==> config.mk <==
export PLATFORM = sky130hd
export DESIGN_NAME = control_pipe
export DESIGN_NICKNAME = d
export VERILOG_FILES = /design/src/rtl/control_pipe.sv
export SDC_FILE = /design/constraint.sdc
export NUM_CORES = 1
export LEC_CHECK = 0
export CAP_MARGIN = 15
export CORE_MARGIN = 1.5
export CORE_UTILIZATION = 51
export CTS_CLUSTER_DIAMETER = 50
export DETAILED_ROUTE_END_ITERATION = 8
export PLACE_DENSITY_LB_ADDON = 0.15
export SLEW_MARGIN = 30
export SYNTH_ARGS = -nofsm -noshare
export SYNTH_HDL_FRONTEND = slang
export SYNTH_SLANG_ARGS = --single-unit
==> constraint.sdc <==
create_clock -name clk -period 5 [get_ports clk]
set_input_delay 1.25 -clock clk [delete_from_list [all_inputs] [get_ports clk]]
set_output_delay 1.25 -clock clk [all_outputs]
set_load 0.1 [all_outputs]
==> src/rtl/control_pipe.sv <==
// control_pipe
//   Carries the decoder's 12-bit control bundle from ID through the EX, MEM
//   and WB stages. Each field is presented at the stage that consumes it.
//   The block also resolves the destination register in ID, detects
//   load-use hazards (stall plus an EX bubble) and produces the EX-stage
//   forwarding selects.
//
//   Bundle layout (MSB first):
//     {RegDst[1:0], Jump, Branch, MemRead, MemtoReg[1:0], ALUOp[1:0],
//      MemWrite, ALUSrc, RegWrite}
//
// Ports
//   clk, rst_n                  clock, synchronous active-low reset
//   id_valid, id_ctrl           ID instruction valid flag and control bundle
//   id_rs, id_rt, id_rd         ID register fields
//   flush                       kill the ID instruction
//   stall                       load-use hazard; upstream holds PC and IF/ID
//   ex_alu_op, ex_alu_src,
//   ex_branch, ex_jump          EX-stage controls
//   fwd_a, fwd_b                operand selects: 00 regfile, 10 MEM, 01 WB
//   mem_read, mem_write         data-memory strobes in MEM
//   wb_mem_to_reg, wb_reg_write,
//   wb_wreg                     write-back controls and write address
module control_pipe (
    input  logic        clk,
    input  logic        rst_n,
    input  logic        id_valid,
    input  logic [11:0] id_ctrl,
    input  logic [4:0]  id_rs,
    input  logic [4:0]  id_rt,
    input  logic [4:0]  id_rd,
    input  logic        flush,
    output logic        stall,
    output logic [1:0]  ex_alu_op,
    output logic        ex_alu_src,
    output logic        ex_branch,
    output logic        ex_jump,
    output logic [1:0]  fwd_a,
    output logic [1:0]  fwd_b,
    output logic        mem_read,
    output logic        mem_write,
    output logic [1:0]  wb_mem_to_reg,
    output logic        wb_reg_write,
    output logic [4:0]  wb_wreg
);

    // RegDst is consumed in ID, so EX only keeps the lower ten bundle bits.
    localparam int J_BIT  = 9;
    localparam int BR_BIT = 8;
    localparam int MR_BIT = 7;
    localparam int MW_BIT = 2;
    localparam int AS_BIT = 1;
    localparam int RW_BIT = 0;

    logic [4:0] id_wreg;

    logic       ex_valid;
    logic [9:0] ex_ctrl;
    logic [4:0] ex_rs;
    logic [4:0] ex_rt;
    logic [4:0] ex_wreg;

    logic       mem_valid;
    logic       mem_rd_q;
    logic       mem_wr_q;
    logic [1:0] mem_m2r_q;
    logic       mem_rw_q;
    logic [4:0] mem_wreg;

    logic       wb_valid;
    logic [1:0] wb_m2r_q;
    logic       wb_rw_q;
    logic [4:0] wb_wreg_q;

    logic       mem_hit_a;
    logic       mem_hit_b;
    logic       wb_hit_a;
    logic       wb_hit_b;

    always_comb begin
        id_wreg = 5'd0;
        case (id_ctrl[11:10])
            2'b00:   id_wreg = id_rt;
            2'b01:   id_wreg = id_rd;
            2'b10:   id_wreg = 5'd31;
            default: id_wreg = 5'd0;
        endcase
    end

    // The load in EX is the only producer that cannot be forwarded in time.
    assign stall = id_valid & ex_valid & ex_ctrl[MR_BIT] & (ex_wreg != 5'd0) &
                   ((ex_wreg == id_rs) | (ex_wreg == id_rt));

    always_ff @(posedge clk) begin
        if (!rst_n) begin
            ex_valid  <= 1'b0;
            ex_ctrl   <= '0;
            ex_rs     <= '0;
            ex_rt     <= '0;
            ex_wreg   <= '0;
            mem_valid <= 1'b0;
            mem_rd_q  <= 1'b0;
            mem_wr_q  <= 1'b0;
            mem_m2r_q <= '0;
            mem_rw_q  <= 1'b0;
            mem_wreg  <= '0;
            wb_valid  <= 1'b0;
            wb_m2r_q  <= '0;
            wb_rw_q   <= 1'b0;
            wb_wreg_q <= '0;
        end else begin
            if (stall || flush) begin
                ex_valid <= 1'b0;
                ex_ctrl  <= '0;
                ex_rs    <= '0;
                ex_rt    <= '0;
                ex_wreg  <= '0;
            end else begin
                ex_valid <= id_valid;
                ex_ctrl  <= id_ctrl[9:0];
                ex_rs    <= id_rs;
                ex_rt    <= id_rt;
                ex_wreg  <= id_wreg;
            end
            // MEM and WB keep draining during a stall.
            mem_valid <= ex_valid;
            mem_rd_q  <= ex_ctrl[MR_BIT];
            mem_wr_q  <= ex_ctrl[MW_BIT];
            mem_m2r_q <= ex_ctrl[6:5];
            mem_rw_q  <= ex_ctrl[RW_BIT];
            mem_wreg  <= ex_wreg;
            wb_valid  <= mem_valid;
            wb_m2r_q  <= mem_m2r_q;
            wb_rw_q   <= mem_rw_q;
            wb_wreg_q <= mem_wreg;
        end
    end

    assign mem_hit_a = mem_valid & mem_rw_q & (mem_wreg != 5'd0) & (mem_wreg == ex_rs);
    assign mem_hit_b = mem_valid & mem_rw_q & (mem_wreg != 5'd0) & (mem_wreg == ex_rt);
    assign wb_hit_a  = wb_valid & wb_rw_q & (wb_wreg_q != 5'd0) & (wb_wreg_q == ex_rs);
    assign wb_hit_b  = wb_valid & wb_rw_q & (wb_wreg_q != 5'd0) & (wb_wreg_q == ex_rt);

    // The younger MEM result takes priority over WB.
    always_comb begin
        fwd_a = 2'b00;
        fwd_b = 2'b00;
        if (ex_valid) begin
            if (mem_hit_a)     fwd_a = 2'b10;
            else if (wb_hit_a) fwd_a = 2'b01;
            if (mem_hit_b)     fwd_b = 2'b10;
            else if (wb_hit_b) fwd_b = 2'b01;
        end
    end

    assign ex_alu_op     = ex_valid ? ex_ctrl[4:3] : 2'b00;
    assign ex_alu_src    = ex_valid & ex_ctrl[AS_BIT];
    assign ex_branch     = ex_valid & ex_ctrl[BR_BIT];
    assign ex_jump       = ex_valid & ex_ctrl[J_BIT];
    assign mem_read      = mem_valid & mem_rd_q;
    assign mem_write     = mem_valid & mem_wr_q;
    assign wb_mem_to_reg = wb_valid ? wb_m2r_q : 2'b00;
    assign wb_reg_write  = wb_valid & wb_rw_q;
    assign wb_wreg       = wb_valid ? wb_wreg_q : 5'd0;

endmodule

# Word level (Yosys, flattened, before mapping)
# Index checks and enable logic that the tools add are counted.
totals:
  input_bits: 31
  regBits: 46
  elab_cells: 58
  out_inout_bits: 20
classes:
  reduce_logical: 6
  mux: 10
  n_eq_ne: 8
  bitwise: 19
op_table:
  columns: ["op", "count"]
  rows:
  - ["$eq 5x5->1", 6]
  - ["$and 1x1->1", 17]
  - ["$pmux 5 s3", 1]
  - ["$reduce_bool 5->1", 3]
  - ["$mux 2", 6]
  - ["$mux 5", 1]
  - ["$eq 2x1->1 const B", 1]
  - ["$eq 2x2->1 const B", 1]
  - ["$logic_not 2->1", 1]
  - ["$mux 1", 2]
  - ["$reduce_or 2->1", 1]
  - ["$logic_or 1x1->1", 1]
  - ["$not 1->1", 1]
  - ["$or 1x1->1", 1]

# Depth between registers and ports, before layout
depth:
  ltp_word: 6
  mapped_depth: 6
  depth_no_buf: 5

# Worst setup path after synthesis
# Ideal clock, no wire load.
synth_path:
  path_type: "register to output"
  from: "register wb_valid"
  to: "output fwd_a[0]"
  n_path_buf: 0
  t_required_ns: 3.750
  arrival_time_ns: 3.545
  setup_slack_ns: 0.205
  stages_incl_launch_ff: 5
  cell_sequence: "dfxtp_1 and2_1 o211ai_1 or4_1 nor4_2"
synth_between:
  elab_chain_len: 6
synth_lines:
  columns: ["element", "line_no", "source"]
  rows:
  - ["start: declaration", "70", "logic wb_valid;"]
  - ["start signal: assignment", "132", "wb_valid <= mem_valid;"]
  - ["$and 1x1->1", null, null]
  - ["net wb_reg_write", "43", "output logic wb_reg_write,"]
  - ["$and 1x1->1 (2 in series)", "141", "assign wb_hit_a = wb_valid & wb_rw_q & (wb_wreg_q != 5'd0) & (wb_wreg_q == ex_rs);"]
  - ["$mux 1", "150", "else if (wb_hit_a) fwd_a = 2'b01;"]
  - ["$mux 2", "149", "if (mem_hit_a) fwd_a = 2'b10;"]
  - ["$mux 2", "148", "if (ex_valid) begin"]
  - ["end: declaration", "38", "output logic [1:0] fwd_a,"]
# The timed path passes the listed nets, and every way through them passes these cells.

# Worst setup path after layout
layout_path:
  from: "register mem_wreg[3]"
  to: "output fwd_b[1]"
layout_between:
  elab_chain_len: 5
  word_cells_on_any_way: 6
  cone_classes: "eq/ne: 1; mux: 2; bitwise: 2; reduce/logical: 1"
layout_lines:
  columns: ["element", "line_no", "source"]
  rows:
  - ["start: declaration", "68", "logic [4:0] mem_wreg;"]
  - ["start signal: assignment", "131", "mem_wreg <= ex_wreg;"]
  - ["$reduce_bool 5->1", "140", "assign mem_hit_b = mem_valid & mem_rw_q & (mem_wreg != 5'd0) & (mem_wreg == ex_rt);"]
  - ["$and 1x1->1", "140", null]
  - ["$and 1x1->1 (*)", "140", null]
  - ["$mux 2 (*)", "151", "if (mem_hit_b) fwd_b = 2'b10;"]
  - ["$mux 2 (*)", "148", null]
  - ["end: declaration", "39", "output logic [1:0] fwd_b,"]
# Every way passes the cells marked *; elsewhere a longest branch is shown, timed or not.

==> impl_results.md <==
* Status: complete, no violations
* Worst setup margin at 0.873 ns
* Routed WL per cell at between 10 and 15 um
* Synth area leaders: dfxtp_1, and2_1, and3_1
* Cell Int Power at roughly 0.48 mW
* Worst Skew at roughly 0.015 ns
* Adder-Cell Fraction of Synth Area at 0
* Crit-path cells: or4_1 > o211ai_2 > nor4_1 > and2_2 > clkdlybuf4s50_1
* Post-synthesis cell area at 0.00185 mm2
* Largest area contributor in the netlist: dfxtp_1
* Cts hold-fix bufs at 0
* Setup CP Type: reg2out
* Number of vias per cell at around 5
* Global-route wire length before repair at ~6000 um
* GP Congestion at 0.924
* CP endpoint kind: output port
* Cts bufs inserted at 5
* Post-route clock period utilization at 0.825
* Fin cells at 282
* GRT Overall Usage at 0.188
* Antenna cells at 0
* Ratio of cells with drive above 1 in the final layout at 0.0847
* Initial DRT Pass Iterations at 4
* Final core utilization at 0.714
* Reg clk slew, reported paths at about 0.14 ns
* Yosys cell types at 21
* GRT overflow at 0
* Post-Syn Nets at 216
* Seq pwr share at 0.619
* Slew headroom at 0.350
* Crit path DAT at 2.88 ns
* Detail Placement HPWL at 2690 um
* RSZ-0062 raised after global routing: false
* Synth async-reset ratio at 0
* Slowest cell on crit path: clkdlybuf4s50_1
* Initial drt markers at 20
* Port buffer count at 50
* Synth Warn # at 0
* Comb pwr share at 0.110
* Synth Area in Compound Gates at 0.0318
* Max Slew Vio Count at 0
* Final WL at about 3500 um
* Max Clk Rate at roughly 240 MHz
* Number of global-route vias before repair at 1387
* Clock power frac at 0.271
* Pwr dens at roughly 260 mW/mm2
* Cells resized by post-CTS repair at 0
* Critical Path Fanout Max at 4
* Max Cap Viol at 0
* Count of final setup violators at 0
* # fillers at around 270
* Die width at roughly 63 um
* Root Buffer: clkbuf_4
* Synth Area in Simple Gates at 0.309
* Switching pwr at between 0.15 and 0.2 mW
* Register area share after synthesis at 0.498
* Cell area after layout at approximately 0.0024 mm2
* Area fraction of the dominant cell type after synthesis at 0.498
* LEAKAGE at ~1.1 nW
* Final TNS setup at 0 ns
* Post-synth EDFFs at 0
* Placed Cells at between 200 and 300
* Gate Count Post-Synth at about 190
* Full die area at between 0.003 and 0.004 mm2
* H-tree depth at 2
* Largest net degree at the start of global routing at 27
* Place WS at 1.10 ns
* Sw Share at 0.243
* Placed cell areas at 0.00238 mm2
* Synth-to-Final Area Change at 32.0%
* Worst-Skew Late Latency at between 0.3 and 0.4 ns
* Sequential standard cell area at 921 um2
* Fin crit period at 4.13 ns
* CP startpoint kind: flip-flop
* Area of the multi-input gates at about 900 um2
* Initial antenna violation count at 0
* Site Rows at 21
* Pwr Total at between 0.6 and 0.7 mW
* Worst min path class: reg2reg
* Core area at approximately 0.0034 mm2
* Mux contribution to synthesized area at 0
* Mapped Avg Cell Area at around 10 um2
* Worst slew pin tran at 0.972 ns
* Synthesized flop and latch total at between 40 and 50
* Starting density of the core at 0.541
* Die Height at 63.2 um
* I/O pin cnt at 51
* CTS tree: built
* Post-CTS Setup Repair Bufs at 0
* Predominant post-synthesis flop cell: dfxtp_1
* Hold slack at around 0.45 ns
* Nets at 266
* Post-synthesis xor/xnor area fraction at 0.142
* Clock Sinks at 46
* Post-route ant nets at 0
* CTS Buffer Depth at 2
* Worst vdd ir at around 0.00020 V
* Vias at 1389
* Max incr delay on CP at ~1.1 ns
* Final hold violations at 0
* Req. time, crit path at roughly 3.8 ns
* Post-route DRC at 0
* Largest family of logic cells by synthesized area: simple AND/OR/NAND/NOR gates
## state kept, by name, summed over array words and instances (netlist names)
register   count
mem_m2r_q      2
wb_rw_q        1
ex_wreg        5
ex_rt          5
mem_wreg       5
mem_valid      1
wb_valid       1
ex_valid       1
wb_wreg_q      5
ex_ctrl       10
ex_rs          5
wb_m2r_q       2
mem_rw_q       1
mem_wr_q       1
mem_rd_q       1
## per-layer routing
metal / vias to the layer above / wire (um) / GRT usage
met5: - / 0 / 0
met4: 0 / 20 / 0.0462
met3: 2 / 175 / 0.0446
met2: 44 / 1690 / 0.346
met1: 621 / 1570 / 0.219
li1: 722 / - / -
## critical path: cells and delay by family, from the launching register on
| family | cells | cell delay (ns) |
|---|---|---|
| AND/OR/NAND/NOR | 3 | 0.89 |
| AO/OA/AOI/OAI | 1 | 0.09 |
| buffers and inverters | 1 | 1.12 |
| flip-flops | 1 | 0.43 |
## worst paths after layout
path	startpoint	end	slack, ns	cells after the start
setup / recovery	mem_wreg[3]	fwd_b[1]	0.87	5
hold / removal	mem_m2r_q[0]	wb_m2r_q[0]	0.45	1
setup reg to reg	ex_wreg[4]	ex_rs[4]	3.45	6
hold reg to reg	mem_m2r_q[0]	wb_m2r_q[0]	0.45	1
## power groups by stage
stage	Combinational [mW]	Clock, mW	Sequential, mW
floorplan	0.0376	0	0.395
global placement	0.0666	0	0.398
detailed placement	0.0690	0	0.398
CTS	0.0695	0.175	0.390
global route	0.0757	0.190	0.392
finish	0.0693	0.171	0.390
## cells in the mapped netlist (all sizes together) (2+ instances only)
cell    count
a21oi       6
and2       37
and3       26
buf         2
clkbuf      6
dfxtp      46
nand2b      5
nand3       5
nor3        8
nor4        4
o211ai      2
or4         4
xnor2      12
xor2       18
## cells in the final DEF, fill, tap and decap left out, types with 3 or more instances in the layout
cell type        instances
nand3_1                  5
clkdlybuf4s50_1         47
and3_1                  26
nor3_1                   8
or4_1                    4
nand2b_1                 5
and2_1                  34
dfxtp_1                 46
buf_4                    4
clkbuf_4                 5
a21oi_1                  6
xor2_1                  18
xnor2_1                 12
and2_2                   3
## final cells by class
class	count	area share
timing repair buffer	51	0.205
multi-input combinational	130	0.367
inverter	1	0.00154
tap	46	0.0236
sequential	46	0.377
clock buffer	5	0.0154
clock inverter	3	0.00974
## kinds of logic after synthesis
| group | Yosys count |
|---|---|
| buffers and inverters | 9 |
| flip-flops | 46 |
| AO/OA/AOI/OAI | 9 |
| XOR/XNOR | 30 |
| AND/OR/NAND/NOR | 91 |
No activity file was read; power rests on OpenSTA's default activity.
